File: src/rtl/mm_pkg.sv
// ============================================================================
// mm_pkg : shared word/line widths and types for the sequencer/collector pair
// Revision: 1.0
// ============================================================================
`default_nettype none

package mm_pkg;
  localparam int MM_DATA_WIDTH = 32;
  localparam int MM_LINE_WIDTH = 256;

  typedef logic [MM_DATA_WIDTH-1:0] mm_word_t;
  typedef logic [MM_LINE_WIDTH-1:0] mm_line_t;
endpackage

`default_nettype wire

File: src/rtl/mm_sync_fifo.sv
// ============================================================================
// mm_sync_fifo : first-word-fall-through synchronous FIFO with full/empty/count
// Revision: 1.0
// ============================================================================
`default_nettype none

module mm_sync_fifo
  import mm_pkg::*;
#(
  parameter int  WIDTH = MM_LINE_WIDTH,
  parameter int  DEPTH = 2,
  localparam int AW    = $clog2(DEPTH),
  localparam int CNTW  = $clog2(DEPTH + 1)
) (
  input  logic             clk,
  input  logic             reset_n,
  input  logic             push_i,
  input  logic [WIDTH-1:0] data_i,
  input  logic             pop_i,
  output logic [WIDTH-1:0] data_o,
  output logic             full_o,
  output logic             empty_o,
  output logic [CNTW-1:0]  count_o
);

  logic [WIDTH-1:0] mem_q [DEPTH];
  logic [AW-1:0]    wr_q, wr_d, rd_q, rd_d;
  logic [CNTW-1:0]  cnt_q, cnt_d;
  logic             do_push, do_pop;

  // A pop frees the head slot in the same cycle, so push into a full FIFO is legal then.
  always_comb begin
    do_pop  = pop_i & ~empty_o;
    do_push = push_i & (~full_o | do_pop);
    wr_d    = wr_q + AW'(do_push);
    rd_d    = rd_q + AW'(do_pop);
    cnt_d   = cnt_q + CNTW'(do_push) - CNTW'(do_pop);
  end

  always_ff @(posedge clk) begin
    if (!reset_n) begin
      wr_q  <= '0;
      rd_q  <= '0;
      cnt_q <= '0;
    end else begin
      wr_q  <= wr_d;
      rd_q  <= rd_d;
      cnt_q <= cnt_d;
    end
  end

  always_ff @(posedge clk) begin
    if (do_push) mem_q[wr_q] <= data_i;
  end

  assign full_o  = (cnt_q == CNTW'(DEPTH));
  assign empty_o = (cnt_q == '0);
  assign count_o = cnt_q;
  assign data_o  = empty_o ? '0 : mem_q[rd_q];

endmodule

`default_nettype wire

File: src/rtl/data_collector.sv
// ============================================================================
// data_collector : packs narrow words LSB-first into wide lines, buffers them
//                  in an FWFT FIFO and flags dropped lines
// Revision: 1.0
// ============================================================================
`default_nettype none

module data_collector
  import mm_pkg::*;
#(
  parameter int  DATA_INPUT_WIDTH  = MM_DATA_WIDTH,
  parameter int  DATA_OUTPUT_WIDTH = MM_LINE_WIDTH,
  parameter int  FIFO_DEPTH        = 2,
  localparam int WORDS             = DATA_OUTPUT_WIDTH / DATA_INPUT_WIDTH,
  localparam int CW                = $clog2(WORDS + 1)
) (
  input  logic                         clk,
  input  logic                         reset_n,
  input  logic                         valid_i,
  input  logic [DATA_INPUT_WIDTH-1:0]  data_i,
  input  logic                         flush_i,
  output logic [DATA_OUTPUT_WIDTH-1:0] data_o,
  output logic                         valid_o,
  input  logic                         ready_i,
  output logic [CW-1:0]                word_cnt_o,
  output logic                         overflow_o
);

  localparam int FCW = $clog2(FIFO_DEPTH + 1);

  logic [DATA_OUTPUT_WIDTH-1:0] pack_q, pack_d, merged;
  logic [CW-1:0]                cnt_q, cnt_d;
  logic                         overflow_q, overflow_d;
  logic                         push, pop, complete;
  logic                         fifo_full, fifo_empty;
  logic [FCW-1:0]               fifo_count;

  // The incoming word is merged before the push decision so a flush or
  // completion in the same cycle carries it.
  always_comb begin
    merged = pack_q;
    if (valid_i) merged[cnt_q*DATA_INPUT_WIDTH +: DATA_INPUT_WIDTH] = data_i;
    complete   = valid_i && (cnt_q == CW'(WORDS - 1));
    push       = complete || (flush_i && (valid_i || (cnt_q != '0)));
    pop        = ready_i && (fifo_count != '0);
    cnt_d      = push ? '0 : cnt_q + CW'(valid_i);
    pack_d     = push ? '0 : merged;
    overflow_d = overflow_q | (push & fifo_full & ~pop);
  end

  always_ff @(posedge clk) begin
    if (!reset_n) begin
      pack_q     <= '0;
      cnt_q      <= '0;
      overflow_q <= 1'b0;
    end else begin
      pack_q     <= pack_d;
      cnt_q      <= cnt_d;
      overflow_q <= overflow_d;
    end
  end

  mm_sync_fifo #(
    .WIDTH (DATA_OUTPUT_WIDTH),
    .DEPTH (FIFO_DEPTH)
  ) u_fifo (
    .clk     (clk),
    .reset_n (reset_n),
    .push_i  (push),
    .data_i  (merged),
    .pop_i   (pop),
    .data_o  (data_o),
    .full_o  (fifo_full),
    .empty_o (fifo_empty),
    .count_o (fifo_count)
  );

  assign valid_o    = ~fifo_empty;
  assign word_cnt_o = cnt_q;
  assign overflow_o = overflow_q;

endmodule

`default_nettype wire

File: config.mk
export PLATFORM = sky130hd
export DESIGN_NAME = data_collector
export DESIGN_NICKNAME = d
export VERILOG_FILES = /design/src/rtl/mm_pkg.sv /design/src/rtl/mm_sync_fifo.sv /design/src/rtl/data_collector.sv
export SDC_FILE = /design/constraint.sdc
export NUM_CORES = 1
export LEC_CHECK = 0
export CORE_ASPECT_RATIO = 0.5
export CORE_MARGIN = 2
export CORE_UTILIZATION = 40
export DETAILED_ROUTE_END_ITERATION = 6
export GPL_TIMING_DRIVEN = 0
export PLACE_DENSITY = 0.66
export RECOVER_POWER = 100
export SYNTH_ARGS = -nofsm -noshare
export SYNTH_HDL_FRONTEND = slang
export SYNTH_SLANG_ARGS = --single-unit
File: constraint.sdc
create_clock -name clk -period 11.5 [get_ports clk]
set_clock_uncertainty 0.2 [all_clocks]
set_input_delay 2.3 -clock clk [delete_from_list [all_inputs] [get_ports clk]]
set_output_delay 2.3 -clock clk [all_outputs]
set_load 0.1 [all_outputs]
# Word-level counts from Yosys, hierarchy flattened
# Memories as Yosys holds them, arrays and structs flattened. A register that Yosys moved wholly into a read port is not among the register bits.
# Cells that the tools add are included.
# Widths: inputs -> output; s select.
[op_classes]
add_sub_neg = 6
shift = 2
mux = 6
n_eq_ne = 2
n_reduce_logical = 9
bitwise = 10
[ops]
columns = ["cell", "count"]
rows = [
  ["$mux 256", 2],
  ["$bwmux 256", 1],
  ["$shift 32x34->256 const A", 1],
  ["$shiftx 32x34->256", 1],
  ["$neg 9->34", 1],
  ["$add 4x1->4", 1],
  ["$and 1x1->1", 4],
  ["$eq 4x3->1 const B", 1],
  ["$not 1->1", 4],
  ["$reduce_bool 4->1", 1],
  ["$logic_and 1x1->1", 3],
  ["$mux 1", 3],
  ["$add 1x1->1", 2],
  ["$add 2x1->2", 1],
  ["$eq 2x2->1 const B", 1],
  ["$logic_not 2->1", 1],
  ["$logic_or 1x1->1", 2],
  ["$or 1x1->1", 2],
  ["$reduce_bool 2->1", 1],
  ["$reduce_or 2->1", 1],
  ["$sub 2x1->2", 1],
]
[word_totals]
in_bits = 37
ramBits = 512
memories = 1
register_bits = 265
wordCells = 42
out_inout_bits = 262
[memory_table]
columns = ["memory", "words", "width", "rd", "rd_ports_with_merged_regs", "write_ports", "line_no", "text"]
rows = [
  ["u_fifo.mem_q", 2, 256, 1, 1, 1, "mm_sync_fifo.sv:26", "logic [WIDTH-1:0] mem_q [DEPTH];"],
]

# Longest topological paths before layout
[depth]
ltp_word = 7
ltp_mapped = 11
ltp_nobuf = 10

# Hierarchy
# A second synthesis with hierarchy kept.
[unflattened]
cells_unflattened = 2578
area_unflattened_um2 = 31167.4
[modules_own_cells]
columns = ["module", "area_per_inst_um2", "seq_area_each_um2", "instances", "cells_each"]
rows = [
  ["mm_sync_fifo", 19857.8, 15474.8, 1, 1109],
  ["data_collector", 11309.6, 5225.0, 1, 1469],
]

# Least setup slack after synthesis
# No wires, ideal clock.
[synth_path]
path_kind = "input to register"
start = "input valid_i"
end = "memory u_fifo.mem_q[1][0] (netlist bit), enable pin"
t_arrival_ps = 8761
path_stages = 5
path_slack_ps = 1888
required_time_ps = 10649
cell_sequence = "and3b_1 o21ai_0 nor2b_1 nor2_1 ha_1"
[synth_between]
elab_chain_cells = 6
[synth_lines]
columns = ["item", "line_no", "text"]
rows = [
  ["from (decl)", "data_collector.sv:19", "input logic valid_i,"],
  ["$logic_or 1x1->1", "data_collector.sv:44", "push = complete || (flush_i && (valid_i || (cnt_q != '0)));"],
  ["$logic_and 1x1->1", "data_collector.sv:44", ""],
  ["$logic_or 1x1->1 *", "data_collector.sv:44", ""],
  ["$and 1x1->1 *", "mm_sync_fifo.sv:34", "do_push = push_i & (~full_o | do_pop);"],
  ["$mux 1 *", "mm_sync_fifo.sv:53", "if (do_push) mem_q[wr_q] <= data_i;"],
  ["$mux 1 (implied by the code) *", "mm_sync_fifo.sv:53", ""],
  ["to (decl)", "mm_sync_fifo.sv:26", ""],
]
# Mark *: on every way between the ends. The rest lies on a longest branch, timed or not.

# Worst setup path in the final report
[layout_path]
start = "input valid_i"
end = "memory u_fifo.mem_q[1][109] (netlist bit), enable pin"
# The elaborated chain is that of the path after synthesis.

==> impl_summary.txt <==
----------------------------------------------------
[Layout]
  Relative area change from synthesis to final layout ... 21.71%
  Multi-input gate area ... 8598 µm²
  Seq. cell area ... 20700 µm²
  Share of cells above drive strength 1 ... 6.927%
  # nets final ... 2903
  Area of all placed cells without fillers ... 36700 µm²
  Number of fillers in the final layout ... 6599
  Final cell count without fillers ... 3942

[Pwr]
  Internal power summed over all cells ... 5378 µW
  Comb pwr share ... 47.1%
  Leakage ... 0.01461 µW
  Sw power ... 5071 µW
  Power per cell area ... 284.7 nW/µm²
  Post-layout total power ... 10450 µW
  Share of total power consumed by net switching ... 48.53%
  Proportion of power drawn by flip-flops and latches ... 30.5%
  Clock share of power ... 22.4%
  Maximum resistive drop on vdd ... 0.0002827 V

[Worst setup path]
  Required @ worst endpoint ... 11.46 ns
  Type of destination of the critical path ... flop
  Type of element launching the critical path ... primary input
  Worst Path Max Fanout ... 44
  Cell-by-cell listing of the critical path ... dlygate4sd3_1 -> and3b_1 -> o21ai_0 -> nor2b_1 -> nor2_1 -> ha_1 -> clkbuf_1 -> clkbuf_1
  Critical-path top delay cell ... sky130_fd_sc_hd__clkbuf_1
  Arrival time worst endpoint ... 8.58 ns
  Class of the most critical setup path ... in2reg
  Cell mode on critical path ... sky130_fd_sc_hd__clkbuf_1
  Slowest Stage Delay on Critical Path ... 2.12 ns

[CTS]
  CTS tree ... built
  Maximum clock insertion buffer count ... 3
  Number of gates given a new drive strength after cts ... 0
  Post-CTS clock slew at the launch and capture registers of the worst setup and hold paths ... 0.06 ns
  Clock tree root driver cell ... sky130_fd_sc_hd__clkbuf_16
  Setup Fix Bufs, Post-CTS ... 0
  Total number of clock tree sinks ... 778
  Clock latency on the worst-skew pair ... 0.60 ns
  Number of clock buffers inserted by TritonCTS ... 71
  Number of hold-repair buffers added at the cts stage ... 0
  H-tree depth ... 3

[GRT]
  Wire length of the first global-routing pass ... 117.5 mm
  GRT Util Overall ... 20.65%
  Number of antenna violations at the first check in global routing ... 9
  Total congestion overflow ... 0
  Maximum number of pins on one net before global-route repair ... 63
  Vias in the first global route ... 19098

[STA]
  Max Clock Freq ... 116.0 MHz
  Final Worst Setup Slack ... 2.878 ns
  Setup repair after global routing missed its margin ... no
  Max-slew violation count ... 462
  Post-route worst hold slack ... 0.2618 ns
  Fraction of the cycle the final worst path needs ... 74.97%
  Worst rel slew slack ... -149.5%
  Final hold vios ... 0
  Minimum clock period after layout ... 8.622 ns
  Transition at the pin with the smallest max-transition slack ... 3.743 ns
  Final-report setup violation count ... 0

[Synth]
  Leading cell types by total area after synthesis ... sky130_fd_sc_hd__edfxtp_1 (51%), sky130_fd_sc_hd__dfxtp_1 (18%), sky130_fd_sc_hd__mux2i_1 (10%)
  Asr flop ratio synth ... 0%
  Nets in the synthesized netlist ... 2523
  Library cell with the highest instance count after synthesis ... sky130_fd_sc_hd__edfxtp_1
  Warning count from the yosys run ... 0
  Netlist area before placement ... 30160 µm²
  Part of the Yosys area used for sequential elements ... 68.64%
  Area leader, netlist ... sky130_fd_sc_hd__edfxtp_1
  Post-Synthesis Mean Instance Area ... 12.17 µm²
  Post-Synthesis Cells ... 2477
  Dominant synthesized flop cell ... sky130_fd_sc_hd__edfxtp_1
  Yosys cell types ... 43
  Synth Register Bits ... 778
  Most instantiated cells after synthesis ... sky130_fd_sc_hd__edfxtp_1 (512), sky130_fd_sc_hd__nand2_1 (448), sky130_fd_sc_hd__nor2_1 (304)
  Area fraction of the dominant cell type after synthesis ... 50.99%
  Post-synth EDFFs ... 512

[Outcome]
  Violations in the final reports ... capacitance limit, slew limit
  Result of the run ... finished, violations left

[Routing]
  Via count ... 19739
  DR pass1 iterations ... 7
  Drt total wl ... 81.83 mm
  DRC errors left ... 0
  Vias per inst ... 5.007
  Detailed Route Iter0 Violations ... 1673
  Residual antenna-violating net count after detailed routing ... 0
  Wire length per cell ... 20.76 µm

[Placed design]
  Placed insts ... 3805
  Count of input and output buffers ... 297
  Post-Place Setup Slack ... 5.207 ns
  Post-detailed-placement half-perimeter wirelength ... 57.38 mm
  Cell area reported after detailed placement ... 34680 µm²
  Routability congestion estimate from global placement ... 0.8366

[Run]
  Maximum Capacitance Violations ... 9

[Floorplanning]
  Initial cell density of the core ... 40.27%
  Vertical die dimension ... 198.2 µm
  FP Rows ... 71
  Die width ... 392.3 µm
  Core Box Area ... 74890 µm²
  Boundary Pins ... 299
  Area enclosed by the die boundary ... 77730 µm²

[Worst hold path]
  Hold Path Class ... reg2reg

----------------------------------------------------
power groups by stage:
stage                     clock (µW)  combinational [µW]  sequential (µW)
final                           2340                4920             3180
after global routing            2480                5100             3200
after floorplan                    0                3850             3270
after CTS                       2370                5130             3170
after global placement             0                5090             3300
after detailed placement           0                5130             3230
cells in the final DEF, fill, tap and decap left out, types with 53 or more instances in the layout:
master                          netlist  routed
sky130_fd_sc_hd__mux2i_1            300     300
sky130_fd_sc_hd__or2_2               84      84
sky130_fd_sc_hd__dfxtp_1            266     266
sky130_fd_sc_hd__clkbuf_16            0      76
sky130_fd_sc_hd__nand2_1            448     448
sky130_fd_sc_hd__nand3_1             53      53
sky130_fd_sc_hd__nor2_1             304     304
sky130_fd_sc_hd__a21oi_1            187     187
sky130_fd_sc_hd__edfxtp_1           512     512
sky130_fd_sc_hd__dlygate4sd3_1        0     260
sky130_fd_sc_hd__clkbuf_1            81     138
cells by family after synthesis:
group                    count (synthesis)  share of synthesized area (%)
adder cells (fa/ha/maj)                  9                         0.3734
buffers and inverters                  198                          2.718
XOR/XNOR                                 6                         0.1992
flip-flops                             778                          68.64
AO/OA/AOI/OAI                          194                          3.307
multiplexers                           325                          10.89
AND/OR/NAND/NOR                        967                          13.87
sequential cells by signal, summed over array words and instances, names as in the netlist, named ones only:
| name | count |
|---|---|
| u_fifo.mem_q | 512 |
| pack_q | 256 |
| word_cnt_o | 4 |
| u_fifo.count_o | 2 |
| overflow_o | 1 |
| u_fifo.rd_q | 1 |
| u_fifo.wr_q | 1 |
per-layer routing:
layer	routed length, µm	track usage [%]	up-vias	part of all wire, %
li1	-	-	9302	-
met1	32550	25.11	9703	40
met2	41230	36.34	571	50
met3	4752	3.750	161	5.8
met4	3270	8.262	2	4.0
met5	19	0	-	0.023
final cells by class:
class	instances	share of cell area, %
inverters	53	0.5420
diodes	4	0.02727
clock buffers	104	5.577
flip-flops and latches	778	56.40
multi-input cells	1501	23.43
plain buffers	145	1.534
well taps	1022	3.484
clock inverters	28	0.6784
repair buffers	307	8.332
critical path: cells and delay by family:
family / cells / cell delay, ns
buffers and inverters: 3 / 4.68
AND/OR/NAND/NOR: 3 / 0.64
AO/OA/AOI/OAI: 1 / 0.09
adder cells (fa/ha/maj): 1 / 0.78
worst paths after layout:
path / from / end / slack (ns) / cells past startpoint
hold reg to reg: pack_q[71] / pack_q[71] / 0.26 / 2
setup reg to reg: word_cnt_o[0] / u_fifo.mem_q[1][109] / 4.34 / 10
hold / removal: pack_q[71] / pack_q[71] / 0.26 / 2
setup / recovery: valid_i / u_fifo.mem_q[1][109] / 2.88 / 8
through the flow:
stage	utilization, %	setup TNS (ns)
after floorplan	-	0
after global placement	45.94	-1322.33
after detailed placement	46.31	0
after CTS	49.37	0
after global routing	49.00	0
final	49.01	0
Note: power is estimated with default switching activity, not from simulation.
